<file path="config.mk">
export PLATFORM = sky130hd
export DESIGN_NAME = ball_rally_engine
export DESIGN_NICKNAME = d
export VERILOG_FILES = /design/src/rtl/ball_rally_pkg.sv /design/src/rtl/ball_rally_engine_divider.sv /design/src/rtl/ball_rally_engine.sv
export SDC_FILE = /design/constraint.sdc
export NUM_CORES = 1
export LEC_CHECK = 0
export ABC_AREA = 1
export ABC_CLOCK_PERIOD_IN_PS = 4820
export CAP_MARGIN = 25
export CORE_MARGIN = 2
export CORE_UTILIZATION = 25
export CTS_BUF_LIST = sky130_fd_sc_hd__clkbuf_8 sky130_fd_sc_hd__clkbuf_16
export DETAILED_ROUTE_END_ITERATION = 10
export GPL_TIMING_DRIVEN = 0
export PLACE_DENSITY = 0.5
export SLEW_MARGIN = 20
export SYNTH_ARGS = -nofsm -noshare
export SYNTH_HDL_FRONTEND = slang
export SYNTH_SLANG_ARGS = --single-unit
</file>
<file path="constraint.sdc">
create_clock -name clk_25MHZ -period 4.82 [get_ports clk_25MHZ]
set_input_delay 0.482 -clock clk_25MHZ [delete_from_list [all_inputs] [get_ports clk_25MHZ]]
set_output_delay 0.482 -clock clk_25MHZ [all_outputs]
set_load 0.02 [all_outputs]
</file>
<file path="src/rtl/ball_rally_pkg.sv">
// Shared types and constants for the ball rally engine: FSM states, link record, serve defaults.
package ball_rally_pkg;

  typedef enum logic [2:0] {
    ST_IDLE,
    ST_RUN_OUT,
    ST_RUN_IN,
    ST_SEND_BALL,
    ST_SEND_LOSE,
    ST_WAIT_FLAG,
    ST_WAIT_RX,
    ST_OVER
  } state_t;

  typedef struct packed {
    logic [9:0] y;
    logic [7:0] vy;
    logic [1:0] grav;
    logic       fast;
  } link_rec_t;

  localparam logic [9:0]        SERVE_Y = 10'd220;
  localparam logic signed [7:0] VY_INIT = -8'sd3;

  function automatic logic [3:0] sat_inc4(input logic [3:0] v);
    return (v == 4'd15) ? v : v + 4'd1;
  endfunction

endpackage

</file>
<file path="src/rtl/ball_rally_engine_divider.sv">
// Restoring unsigned divider: BASE_TICKS / divisor_i in CNT_W cycles after start_i; restart on new start.
module ball_tick_divider
  import ball_rally_pkg::*;
#(
  parameter int CNT_W      = 20,
  parameter int SPD_W      = 10,
  parameter int BASE_TICKS = 270000
) (
  input  logic             clk_25MHZ,
  input  logic             reset,
  input  logic             start_i,
  input  logic [SPD_W-1:0] divisor_i,
  output logic             done_o,
  output logic [CNT_W-1:0] quot_o
);

  localparam int CW = $clog2(CNT_W + 1);
  localparam logic [CNT_W-1:0] BASE_V = CNT_W'(BASE_TICKS);
  localparam logic [CW-1:0]    LAST_V = CW'(CNT_W - 1);

  logic [SPD_W:0]   rem_q;
  logic [SPD_W:0]   rem_sh_s;
  logic [CNT_W-1:0] quo_q;
  logic [SPD_W-1:0] dvs_q;
  logic [CW-1:0]    cnt_q;
  logic             busy_q;
  logic             done_q;

  assign rem_sh_s = {rem_q[SPD_W-1:0], quo_q[CNT_W-1]};

  // One quotient bit per cycle; quo_q shifts the dividend out while the quotient shifts in.
  always_ff @(posedge clk_25MHZ or posedge reset) begin
    if (reset) begin
      rem_q  <= '0;
      quo_q  <= '0;
      dvs_q  <= '0;
      cnt_q  <= '0;
      busy_q <= 1'b0;
      done_q <= 1'b0;
    end else if (start_i) begin
      rem_q  <= '0;
      quo_q  <= BASE_V;
      dvs_q  <= divisor_i;
      cnt_q  <= '0;
      busy_q <= 1'b1;
      done_q <= 1'b0;
    end else if (busy_q) begin
      if (rem_sh_s >= {1'b0, dvs_q}) begin
        rem_q <= rem_sh_s - {1'b0, dvs_q};
        quo_q <= {quo_q[CNT_W-2:0], 1'b1};
      end else begin
        rem_q <= rem_sh_s;
        quo_q <= {quo_q[CNT_W-2:0], 1'b0};
      end
      cnt_q  <= cnt_q + CW'(1);
      busy_q <= (cnt_q != LAST_V);
      done_q <= (cnt_q == LAST_V);
    end else begin
      done_q <= 1'b0;
    end
  end

  assign done_o = done_q;
  assign quot_o = quo_q;

endmodule

</file>
<file path="src/rtl/ball_rally_engine.sv">
// Ball physics and rally FSM for one board of a two-board game.
// Optional BALL_RALLY_SCORE_EN adds saturating 4-bit self/peer score outputs.
module ball_rally_engine
  import ball_rally_pkg::*;
#(
  parameter int H_RES       = 640,
  parameter int V_RES       = 480,
  parameter int X_STEP      = 10,
  parameter int BALL_SZ     = 20,
  parameter int GRAV_PERIOD = 4,
  parameter int VY_MAX      = 15,
  parameter int BASE_TICKS  = 270000,
  parameter int MIN_SPD     = 2,
  parameter int SPD_W       = 10,
  parameter int CNT_W       = 20
) (
  input  logic             clk_25MHZ,
  input  logic             reset,
  input  logic             half_res_i,
  input  logic             game_start_i,
  input  logic             paddle_hit_i,
  input  logic [SPD_W-1:0] paddle_speed_i,
  output logic [9:0]       ball_x_o,
  output logic [9:0]       ball_y_o,
  output logic             moving_in_o,
  output logic             moving_out_o,
  output logic             tx_req_o,
  output logic             tx_lose_o,
  input  logic             tx_ack_i,
  output logic [9:0]       tx_y_o,
  output logic [7:0]       tx_vy_o,
  output logic [1:0]       tx_grav_o,
  output logic             tx_fast_o,
  input  logic             rx_valid_i,
  input  logic [9:0]       rx_y_i,
  input  logic [7:0]       rx_vy_i,
  input  logic [1:0]       rx_grav_i,
  input  logic             rx_fast_i,
  input  logic             rx_win_i,
  output logic             rx_busy_o,
  output logic             idle_o,
  output logic             game_over_o,
  output logic             is_win_o,
  output logic             is_lose_o
`ifdef BALL_RALLY_SCORE_EN
  ,
  output logic [3:0]       score_self_o,
  output logic [3:0]       score_peer_o
`endif
);

  localparam logic [CNT_W-1:0]  BASE_V    = CNT_W'(BASE_TICKS);
  localparam logic [CNT_W-1:0]  HALF_V    = CNT_W'(BASE_TICKS / 2);
  localparam logic [CNT_W-1:0]  ONE_T     = CNT_W'(1);
  localparam logic [9:0]        XSTEP_V   = 10'(X_STEP);
  localparam logic [1:0]        GRAV_LAST = 2'(GRAV_PERIOD - 1);
  localparam logic signed [7:0] VY_MAX_V  = 8'(VY_MAX);
  localparam logic [SPD_W-1:0]  MIN_SPD_V = SPD_W'(MIN_SPD);

  state_t state_q, state_d;
  logic [9:0] x_q, x_d, y_q, y_d;
  logic signed [7:0] vy_q, vy_d;
  logic [1:0] grav_q, grav_d;
  logic [CNT_W-1:0] ticks_q, ticks_d, cnt_q, cnt_d;
  link_rec_t tx_q, tx_d;
  logic tx_req_q, tx_req_d, tx_lose_q, tx_lose_d, is_win_q, is_win_d, div_pend_q, div_pend_d;
  logic idle_q, game_over_q, is_lose_q, rx_busy_q, moving_in_q, moving_out_q;

  logic [9:0] xr_s, yr_s, y_n_s;
  logic [10:0] x_out_s;
  logic signed [10:0] y_sum_s;
  logic signed [7:0] vy_g_s, vy_n_s;
  logic [1:0] grav_n_s;
  logic step_s, div_start_s, div_done_s;
  logic [CNT_W-1:0] div_quot_s;
  logic [SPD_W-1:0] spd_clamp_s;

  assign xr_s        = half_res_i ? 10'(H_RES / 2 - BALL_SZ) : 10'(H_RES - BALL_SZ);
  assign yr_s        = half_res_i ? 10'(V_RES / 2 - 1) : 10'(V_RES - 1);
  assign step_s      = (cnt_q >= ticks_q - ONE_T);
  assign x_out_s     = {1'b0, x_q} + {1'b0, XSTEP_V};
  assign spd_clamp_s = (paddle_speed_i < MIN_SPD_V) ? MIN_SPD_V : paddle_speed_i;

  ball_tick_divider #(.CNT_W(CNT_W), .SPD_W(SPD_W), .BASE_TICKS(BASE_TICKS)) u_div (
    .clk_25MHZ(clk_25MHZ),
    .reset    (reset),
    .start_i  (div_start_s),
    .divisor_i(spd_clamp_s),
    .done_o   (div_done_s),
    .quot_o   (div_quot_s)
  );

  // Vertical physics for one step: gravity phase, 11-bit signed position, clamp and bounce.
  always_comb begin
    grav_n_s = grav_q + 2'd1;
    if (grav_q == GRAV_LAST) begin
      grav_n_s = 2'd0;
      if (vy_q >= VY_MAX_V) vy_g_s = VY_MAX_V;
      else                  vy_g_s = vy_q + 8'sd1;
    end else begin
      vy_g_s = vy_q;
    end
    y_sum_s = $signed({1'b0, y_q}) + $signed({{3{vy_q[7]}}, vy_q});
    if (y_sum_s >= $signed({1'b0, yr_s})) begin
      y_n_s  = yr_s;
      vy_n_s = -vy_g_s;
    end else if (y_sum_s <= 11'sd0) begin
      y_n_s  = 10'd0;
      vy_n_s = -vy_g_s;
    end else begin
      y_n_s  = y_sum_s[9:0];
      vy_n_s = vy_g_s;
    end
  end

  // Rally state transitions and datapath next-state.
  always_comb begin
    state_d = state_q;  x_d = x_q;  y_d = y_q;  vy_d = vy_q;  grav_d = grav_q;
    ticks_d = ticks_q;  cnt_d = cnt_q;  tx_d = tx_q;  tx_req_d = tx_req_q;  tx_lose_d = tx_lose_q;
    is_win_d = is_win_q;  div_pend_d = div_pend_q;  div_start_s = 1'b0;
    if (div_done_s && div_pend_q) begin
      ticks_d    = (div_quot_s == '0) ? ONE_T : div_quot_s;  // too-fast paddles step every clock
      div_pend_d = 1'b0;
    end else begin
      ticks_d = ticks_q;
    end
    case (state_q)
      ST_IDLE, ST_WAIT_FLAG: begin
        if (game_start_i && state_q == ST_IDLE) begin
          state_d = ST_RUN_OUT;  x_d = 10'd0;  y_d = SERVE_Y;  vy_d = VY_INIT;  grav_d = 2'd0;
          ticks_d = BASE_V;  cnt_d = '0;  is_win_d = 1'b0;  div_pend_d = 1'b0;
        end else if (game_start_i) begin
          state_d = ST_IDLE;
        end else if (rx_valid_i) begin
          state_d = ST_WAIT_RX;  x_d = xr_s;  y_d = rx_y_i;  vy_d = $signed(rx_vy_i);
          grav_d = rx_grav_i;  ticks_d = rx_fast_i ? BASE_V : HALF_V;  cnt_d = '0;  div_pend_d = 1'b0;
          if (state_q == ST_WAIT_FLAG) is_win_d = rx_win_i;
          else                         is_win_d = is_win_q;
        end else begin
          state_d = state_q;
        end
      end
      ST_RUN_OUT, ST_RUN_IN: begin
        if (paddle_hit_i) begin
          div_start_s = 1'b1;
          div_pend_d  = 1'b1;
        end else begin
          div_start_s = 1'b0;
        end
        if (paddle_hit_i && state_q == ST_RUN_IN) begin
          state_d = ST_RUN_OUT;
          cnt_d   = '0;
        end else if (step_s) begin
          cnt_d = '0;  y_d = y_n_s;  vy_d = vy_n_s;  grav_d = grav_n_s;
          if (state_q == ST_RUN_OUT) begin
            x_d = x_out_s[9:0];
            if (x_out_s >= {1'b0, xr_s}) begin
              state_d  = ST_SEND_BALL;  tx_req_d = 1'b1;  tx_lose_d = 1'b0;
              tx_d     = '{y: y_n_s, vy: vy_n_s, grav: grav_n_s, fast: (ticks_q == BASE_V)};
            end else begin
              state_d = ST_RUN_OUT;
            end
          end else if (x_q < XSTEP_V) begin
            x_d = 10'd0;  state_d = ST_SEND_LOSE;  tx_req_d = 1'b1;  tx_lose_d = 1'b1;
          end else begin
            x_d = x_q - XSTEP_V;
          end
        end else begin
          cnt_d = cnt_q + ONE_T;
        end
      end
      ST_SEND_BALL, ST_SEND_LOSE: begin
        if (game_start_i) begin
          state_d = ST_IDLE;  tx_req_d = 1'b0;
        end else if (tx_ack_i) begin
          state_d  = (state_q == ST_SEND_BALL) ? ST_WAIT_FLAG : ST_OVER;
          tx_req_d = 1'b0;
        end else begin
          tx_req_d = 1'b1;
        end
      end
      ST_WAIT_RX: begin
        if (game_start_i)     state_d = ST_IDLE;
        else if (!rx_valid_i) state_d = is_win_q ? ST_IDLE : ST_RUN_IN;
        else                  state_d = ST_WAIT_RX;
      end
      ST_OVER: begin
        if (rx_valid_i || game_start_i) state_d = ST_IDLE;
        else                            state_d = ST_OVER;
      end
      default: state_d = ST_IDLE;
    endcase
  end

  // State, datapath and status flags; flags decode the next state so they align with it.
  always_ff @(posedge clk_25MHZ or posedge reset) begin
    if (reset) begin
      state_q <= ST_IDLE;  x_q <= 10'd0;  y_q <= SERVE_Y;  vy_q <= VY_INIT;  grav_q <= 2'd0;
      ticks_q <= BASE_V;  cnt_q <= '0;  tx_q <= '0;  tx_req_q <= 1'b0;  tx_lose_q <= 1'b0;
      is_win_q <= 1'b0;  div_pend_q <= 1'b0;  idle_q <= 1'b1;  game_over_q <= 1'b0;
      is_lose_q <= 1'b0;  rx_busy_q <= 1'b0;  moving_in_q <= 1'b0;  moving_out_q <= 1'b0;
    end else begin
      state_q <= state_d;  x_q <= x_d;  y_q <= y_d;  vy_q <= vy_d;  grav_q <= grav_d;
      ticks_q <= ticks_d;  cnt_q <= cnt_d;  tx_q <= tx_d;  tx_req_q <= tx_req_d;
      tx_lose_q <= tx_lose_d;  is_win_q <= is_win_d;  div_pend_q <= div_pend_d;
      idle_q       <= (state_d == ST_IDLE);
      game_over_q  <= (state_d == ST_SEND_LOSE) || (state_d == ST_OVER);
      is_lose_q    <= (state_d == ST_SEND_LOSE) || (state_d == ST_OVER);
      rx_busy_q    <= (state_d == ST_WAIT_RX);
      moving_in_q  <= (state_d == ST_RUN_IN);
      moving_out_q <= (state_d == ST_RUN_OUT);
    end
  end

  assign ball_x_o     = x_q;
  assign ball_y_o     = y_q;
  assign moving_in_o  = moving_in_q;
  assign moving_out_o = moving_out_q;
  assign tx_req_o     = tx_req_q;
  assign tx_lose_o    = tx_lose_q;
  assign tx_y_o       = tx_q.y;
  assign tx_vy_o      = tx_q.vy;
  assign tx_grav_o    = tx_q.grav;
  assign tx_fast_o    = tx_q.fast;
  assign rx_busy_o    = rx_busy_q;
  assign idle_o       = idle_q;
  assign game_over_o  = game_over_q;
  assign is_win_o     = is_win_q;
  assign is_lose_o    = is_lose_q;

`ifdef BALL_RALLY_SCORE_EN
  logic [3:0] score_self_q, score_peer_q;

  // Peer scores when we start a loss notice; we score when the peer's flag says we won.
  always_ff @(posedge clk_25MHZ or posedge reset) begin
    if (reset) begin
      score_self_q <= 4'd0;
      score_peer_q <= 4'd0;
    end else if (state_q == ST_IDLE && game_start_i) begin
      score_self_q <= 4'd0;
      score_peer_q <= 4'd0;
    end else begin
      if (state_q != ST_SEND_LOSE && state_d == ST_SEND_LOSE) score_peer_q <= sat_inc4(score_peer_q);
      else                                                     score_peer_q <= score_peer_q;
      if (state_q == ST_WAIT_FLAG && state_d == ST_WAIT_RX && rx_win_i) score_self_q <= sat_inc4(score_self_q);
      else                                                              score_self_q <= score_self_q;
    end
  end

  assign score_self_o = score_self_q;
  assign score_peer_o = score_peer_q;
`endif

endmodule

</file>
==> results.json, run 1 <==
{
  "clk_pin_slew_ns": 0.07,
  "netlist_top_cells_count": "nand2_1 (312), inv_1 (181), nor2_1 (144), dfrtp_1 (128), nand3_1 (76)",
  "synthAdderAreaFrac_pct": 7.35,
  "worstPathMaxFanout": 6,
  "cts_hold_buffers": 0,
  "clkLatencyLatePin_ns": 0.44,
  "synth_compound_area_share_pct": 12.8,
  "grt-ovfl-total": 0,
  "cts_tree": "done",
  "die_h_um": 203,
  "synth_most_common_cell": "nand2_1",
  "critPathKind": "reg2reg",
  "start_kind": "register",
  "ys_types": 53,
  "ys_ff_latch": 149,
  "synthCells": 1344,
  "drc": 0,
  "grt_pass1_vias": 8753,
  "yosysSeqAreaShare_pct": 37.9,
  "cts_setup_buffers": 0,
  "wl_per_cell_um": 15.1,
  "yosysWarnings": 0,
  "drtAntennaViolNets": 0,
  "rows": 72,
  "start_util_pct": 25.5,
  "final.min_clock_period_ns": 4.09,
  "cap_viol_max_count": 0,
  "place_hpwl_um": 23200,
  "ioPinCount": 89,
  "muxShareOfSynthArea_pct": 0,
  "hold_viol_final": 0,
  "synth_edf_count": 0,
  "power_mw": 9.47,
  "numCtsBuffers": 17,
  "viasPerCell": 4.56,
  "relSlewSlack_pct": 45.4,
  "fp.coreArea_um2": 38900,
  "grt_max_degree": 78,
  "routed_wl_um": 29800,
  "endpoint_kind": "register",
  "place.gp.congestion": 0.886,
  "synthDominantCellAreaShare_pct": 32.3,
  "antenna_found_initial": 0,
  "synth-xor-area-share_pct": 4.33,
  "vias": 9032,
  "clockBufferDepth": 2,
  "placed_area_um2": 11400,
  "yosys.area_share.simple_pct": 28.3,
  "p_leak_nw": 5.81,
  "clkSinkCount": 149,
  "h-tree-depth": 4,
  "synth_area_leaders": "dfrtp_1 (32%), nand2_1 (12%), ha_1 (6.9%)",
  "drive_above_1_share_pct": 10.1,
  "insertedDiodeCount": 0,
  "min_path_type": "reg2reg",
  "gr-usage-all-layers_pct": 14.8,
  "crit_arrival_ns": 4.44,
  "tightest_slew_ns": 0.819,
  "run_status": "complete, no violations",
  "crit_required_ns": 5.17,
  "synth.avg_cell_area_um2": 7.37,
  "area_growth_pct": 21.6,
  "fmax_mhz": 244,
  "post-route-cell-area_um2": 12000,
  "ys.flop_type": "dfrtp_1",
  "ctsResizeCount": 0,
  "die-area_um2": 41200,
  "synth_top_family_by_area": "simple AND/OR/NAND/NOR gates",
  "synth_top_area_cell": "dfrtp_1",
  "firstDrtPassIters": 5,
  "setup_violations": 0,
  "fin_skew_ns": 0.0114,
  "port_buffers": 86,
  "rsz0062_at_grt": "false",
  "grt_pass1_wl_um": 48000,
  "drt-initial-drc-count": 404,
  "post-route-period-util_pct": 84.9,
  "synthArstFlopShare_pct": 100,
  "synth_area_um2": 9910,
  "vdd_drop_max_uv": 318,
  "drv_slew": 0,
  "syn_nets": 1440,
  "die_w_um": 203,
  "power_density_nw_per_um2": 786,
  "nNetsFinal": 1546,
  "cts_root_buffer": "clkbuf_16"
}
-- cells in the final DEF, fill, tap and decap left out, types with 17 or more instances in the layout --
cell / count
nor3_1: 22
a21oi_1: 67
nand3_1: 76
o21ai_0: 74
o21ai_1: 24
buf_2: 17
nor2_1: 144
xor2_1: 40
dfrtp_1: 128
dfstp_2: 21
ha_1: 55
nand2_1: 312
clkbuf_16: 17
inv_1: 180
clkdlybuf4s50_1: 86
nand4_1: 18
-- cell type report --
cell class / count / area, um^2
fillers: 4199 / 26900
multi-input cells: 965 / 5230
flip-flops and latches: 149 / 3750
repair buffers: 87 / 888
inverters: 197 / 747
well taps: 518 / 648
clock buffers: 18 / 439
plain buffers: 33 / 180
clock inverters: 14 / 160
-- state kept, by name, indices dropped and copies added, names as in the netlist, 2 cells and up --
name,cells
u_div.quot_o,20
ticks_q,20
u_div.rem_q,10
tx_vy_o,8
cnt_q,20
u_div.dvs_q,10
state_q,3
ball_x_o,9
u_div.cnt_q,5
tx_y_o,10
ball_y_o,10
vy_q,8
grav_q,2
tx_grav_o,2
-- per-layer routing --
layer / vias to the layer above / GRT usage, % / part of all wire (%)
met1: 4273 / 20.6 / 49
met5: - / 0 / 0
met3: 29 / 2.36 / 3.3
li1: 4574 / - / -
met4: 0 / 4.17 / 1.6
met2: 156 / 23.9 / 46
-- metrics by stage --
step	std cells	hold WS, ns	setup TNS (ns)	utilization (%)	setup WS (ns)
after floorplan	1344	0.456	0	-	0.365
after global placement	1948	0.470	-289.75	29.3	-2.21
after detailed placement	1949	0.471	0	29.4	0.733
after CTS	1981	0.489	0	31.0	0.700
after global routing	1981	0.507	0	31.0	0.278
final	1981	0.484	0	31.0	0.729
-- logic make-up (layout without fill, tap and decap cells) --
logic type	Yosys count	after routing
AO/OA/AOI/OAI	226	226
XOR/XNOR	49	49
adder cells (fa/ha/maj)	57	57
buffers and inverters	230	349
flip-flops	149	149
other	1	1
AND/OR/NAND/NOR	632	632
-- worst max-delay path, stage by stage, from the launching register on --
cell	delay, ns
dfrtp_1	0.37
inv_1	0.18
nand2_1	0.13
nor2_2	0.18
nand3_2	0.12
nor3_2	0.19
nand3_1	0.14
nor2_1	0.11
nand2_1	0.10
nor2_1	0.10
nand2_1	0.05
nor2_1	0.11
xor2_1	0.15
inv_1	0.06
ha_1	0.30
nand2_1	0.06
nor2_1	0.21
nand2_1	0.11
nor2_1	0.11
nand2_1	0.07
nand4_2	0.19
inv_1	0.08
o21ai_0	0.31
nand3_1	0.14
nand2_1	0.17
nand2_1	0.09
nor2_1	0.19
-- power by group --
part	internal [mW]	leakage, nW	switching (mW)	total, mW
Sequential	1.80	1.85	0.426	2.22
Combinational	2.02	3.66	3.85	5.87
Clock	0.751	0.292	0.630	1.38
Total	4.57	5.81	4.90	9.47
-- worst paths after layout --
| kind | slack, ns | startpoint | endpoint | cells after the start |
|---|---|---|---|---|
| worst max-delay path | 0.73 | ticks_q[0]$_DFF_PP0_ | moving_out_o$_DFF_PP0_ | 26 |
| worst min-delay path | 0.48 | tx_vy_o[1]$_DFFE_PP0P_ | tx_vy_o[1]$_DFFE_PP0P_ | 2 |
| worst max register to register | 0.73 | ticks_q[0]$_DFF_PP0_ | moving_out_o$_DFF_PP0_ | 26 |
| worst min register to register | 0.48 | tx_vy_o[1]$_DFFE_PP0P_ | tx_vy_o[1]$_DFFE_PP0P_ | 2 |
| max in group asynchronous | 3.46 | reset | vy_q[6]$_DFFE_PP1P_ | 3 |
| min in group asynchronous | 0.49 | reset | u_div.dvs_q[8]$_DFFE_PP0P_ | 2 |
Power figures use the tool's default switching activity.
==> run 2: changes to the inputs <==
- ABC_CLOCK_PERIOD_IN_PS: 4820 -> 3400
- PLACE_DENSITY: 0.5 -> 0.52
- clock period: 4.82 -> 3.4 ns (I/O delays scaled with it)
==> results.json, run 2 (synthesized netlist as in run 1, its figures left out) <==
{
  "fmax_mhz": 280,
  "nNetsFinal": 1576,
  "tightest_slew_ns": 0.832,
  "layout_commonest_cell": "nand2_1",
  "die_w_um": 203,
  "start_util_pct": 25.5,
  "port_buffers": 86,
  "multi_input_area_um2": 5600,
  "power.net_switching_mw": 7.41,
  "dp.cells": 1953,
  "grt_pass1_vias": 9001,
  "post-route-period-util_pct": 105,
  "final_cells": 2012,
  "power_density_nw_per_um2": 1120,
  "grt-ovfl-total": 0,
  "r2r-start": "ticks_q[1]$_DFF_PP0_",
  "fp.coreArea_um2": 38900,
  "run_status": "complete, but fails checks",
  "ioPinCount": 89,
  "cell_internal_pwr_mw": 6.97,
  "die_h_um": 203,
  "numCtsBuffers": 17,
  "n_fill_cell": 4123,
  "clkSinkCount": 149,
  "routed_wl_um": 29700,
  "regToRegSetupSlack_ns": -0.17,
  "h-tree-depth": 4,
  "grt_pass1_wl_um": 47700,
  "drc": 0,
  "viasPerCell": 4.59,
  "clk_pin_slew_ns": 0.08,
  "combPwrFrac_pct": 64.7,
  "drt-initial-drc-count": 609,
  "antenna_found_initial": 1,
  "clkPwrFrac_pct": 13.4,
  "rsz0062_at_grt": "true",
  "reg2regPathDepth": 25,
  "crit_arrival_ns": 3.89,
  "drv_slew": 0,
  "grt_max_degree": 33,
  "gr-usage-all-layers_pct": 14.6,
  "cts_root_buffer": "clkbuf_16",
  "seqPwrFrac_pct": 21.9,
  "reg2reg_to": "ball_x_o[1]$_DFFE_PP0P_",
  "fin_skew_ns": 0.0152,
  "fin_setup_tns_ns": -5.95,
  "area_growth_pct": 29.5,
  "fin_ws_ns": -0.170,
  "power.share.switching_pct": 51.5,
  "dp_slack_ns": -0.694,
  "drive_above_1_share_pct": 16.9,
  "relSlewSlack_pct": 44.5,
  "clkLatencyLatePin_ns": 0.45,
  "p_leak_nw": 6.05,
  "place_hpwl_um": 23100,
  "setup_violations": 68,
  "cts_tree": "done",
  "final.min_clock_period_ns": 3.57,
  "rows": 72,
  "fin_util_pct": 33.0,
  "critPathKind": "reg2reg",
  "vdd_drop_max_uv": 505,
  "min_path_type": "in2async",
  "start_kind": "register",
  "crit_required_ns": 3.72,
  "post-route-cell-area_um2": 12800,
  "drtAntennaViolNets": 0,
  "regArea_um2": 3760,
  "placed_area_um2": 11500,
  "worstPathMaxFanout": 7,
  "die-area_um2": 41200,
  "clockBufferDepth": 2,
  "wl_per_cell_um": 14.8,
  "cts_hold_buffers": 0,
  "final_cell_mix": "nand2_1 (294), inv_1 (175), dfrtp_1 (127)",
  "endpoint_kind": "register",
  "failed_checks": "negative setup slack",
  "vias": 9229,
  "cap_viol_max_count": 0,
  "hold_viol_final": 0,
  "firstDrtPassIters": 5,
  "place.gp.congestion": 0.875
}
run 2: cell count changes in the layout (fill, tap and decap cells not counted), sizes merged:
| cell | delta |
|---|---|
| buf | +29 |
| diode | +1 |
| clkbuf | +1 |
| clkinv | +1 |
| clkinvlp | +1 |
| bufinv | -1 |
| inv | -1 |
run 2: layout make-up:
type	count	share of cell area [%]
Buffer	33	2.00
Clock inverter	14	1.20
Tap cell	518	5.05
Sequential cell	149	29.3
Multi-Input combinational cell	965	43.7
Antenna cell	1	0.0195
Clock buffer	18	3.42
Timing Repair Buffer	117	9.33
Inverter	197	6.03
run 2: how the worst max path moves through the flow:
stage | slack (ns) | startpoint | endpoint
final | -0.17 | ticks_q[1]$_DFF_PP0_ | ball_x_o[1]$_DFFE_PP0P_
after global routing | -0.50 | ticks_q[1]$_DFF_PP0_ | ball_x_o[1]$_DFFE_PP0P_
after CTS | -0.19 | ticks_q[2]$_DFF_PP0_ | rx_busy_o$_DFF_PP0_
after detailed placement | -0.69 | ticks_q[0]$_DFF_PP0_ | tx_y_o[6]$_DFFE_PP0P_
after global placement | -0.63 | ticks_q[0]$_DFF_PP0_ | tx_y_o[6]$_DFFE_PP0P_
after floorplan | 0.05 | ticks_q[2]$_DFF_PP0_ | cnt_q[14]$_DFFE_PP0P_
run 2: repair_timing:
| item | in CTS | in global routing |
|---|---|---|
| buffers inserted | 16 | 8 |
| gates cloned | 1 | 1 |
| gates resized for setup | 72 | 75 |
| endpoints found under the setup margin | 80 | 80 |
| pin swaps | 19 | 34 |
run 2: per-stage QoR:
stage / hold slack (ns) / power (mW)
after global routing: 0.315 / 15.7
after global placement: 0.468 / 11.3
after floorplan: 0.456 / 8.91
after CTS: 0.296 / 14.0
after detailed placement: 0.472 / 11.4
final: 0.298 / 14.4
run 2: critical path, stage by stage (launching register included):
cell       delay [ns]
dfrtp_1          0.40
nor2_2           0.15
nand2_2          0.08
nor2_4           0.14
nand3_4          0.09
nor3_4           0.16
nand3_2          0.10
nor2_1           0.10
nand2_1          0.10
nor2_1           0.11
nand2_1          0.06
nor2_2           0.09
xor2_1           0.16
inv_1            0.10
ha_4             0.27
a21oi_2          0.15
nand2_2          0.08
a21oi_4          0.16
nand4_4          0.20
nor2_4           0.16
inv_4            0.07
nand2_8          0.11
clkinv_8         0.09
clkbuf_16        0.17
o211ai_1         0.07
o21ai_1          0.09
run 2: per-layer routing:
metal | vias to the layer above | track usage, % | share of wire [%]
li1 | 4645 | - | -
met1 | 4339 | 20.2 | 49
met2 | 210 | 23.4 | 45
met3 | 35 | 2.34 | 4.3
met4 | 0 | 4.80 | 2.2
met5 | - | 0 | 0
run 2: power groups by stage:
| stage | clock (mW) | sequential [mW] | combinational [mW] |
|---|---|---|---|
| after floorplan | 0 | 3.22 | 5.69 |
| after global placement | 0 | 3.18 | 8.13 |
| after detailed placement | 0 | 3.18 | 8.23 |
| after CTS | 1.98 | 3.14 | 8.84 |
| after global routing | 2.05 | 3.24 | 10.4 |
| final | 1.93 | 3.14 | 9.31 |
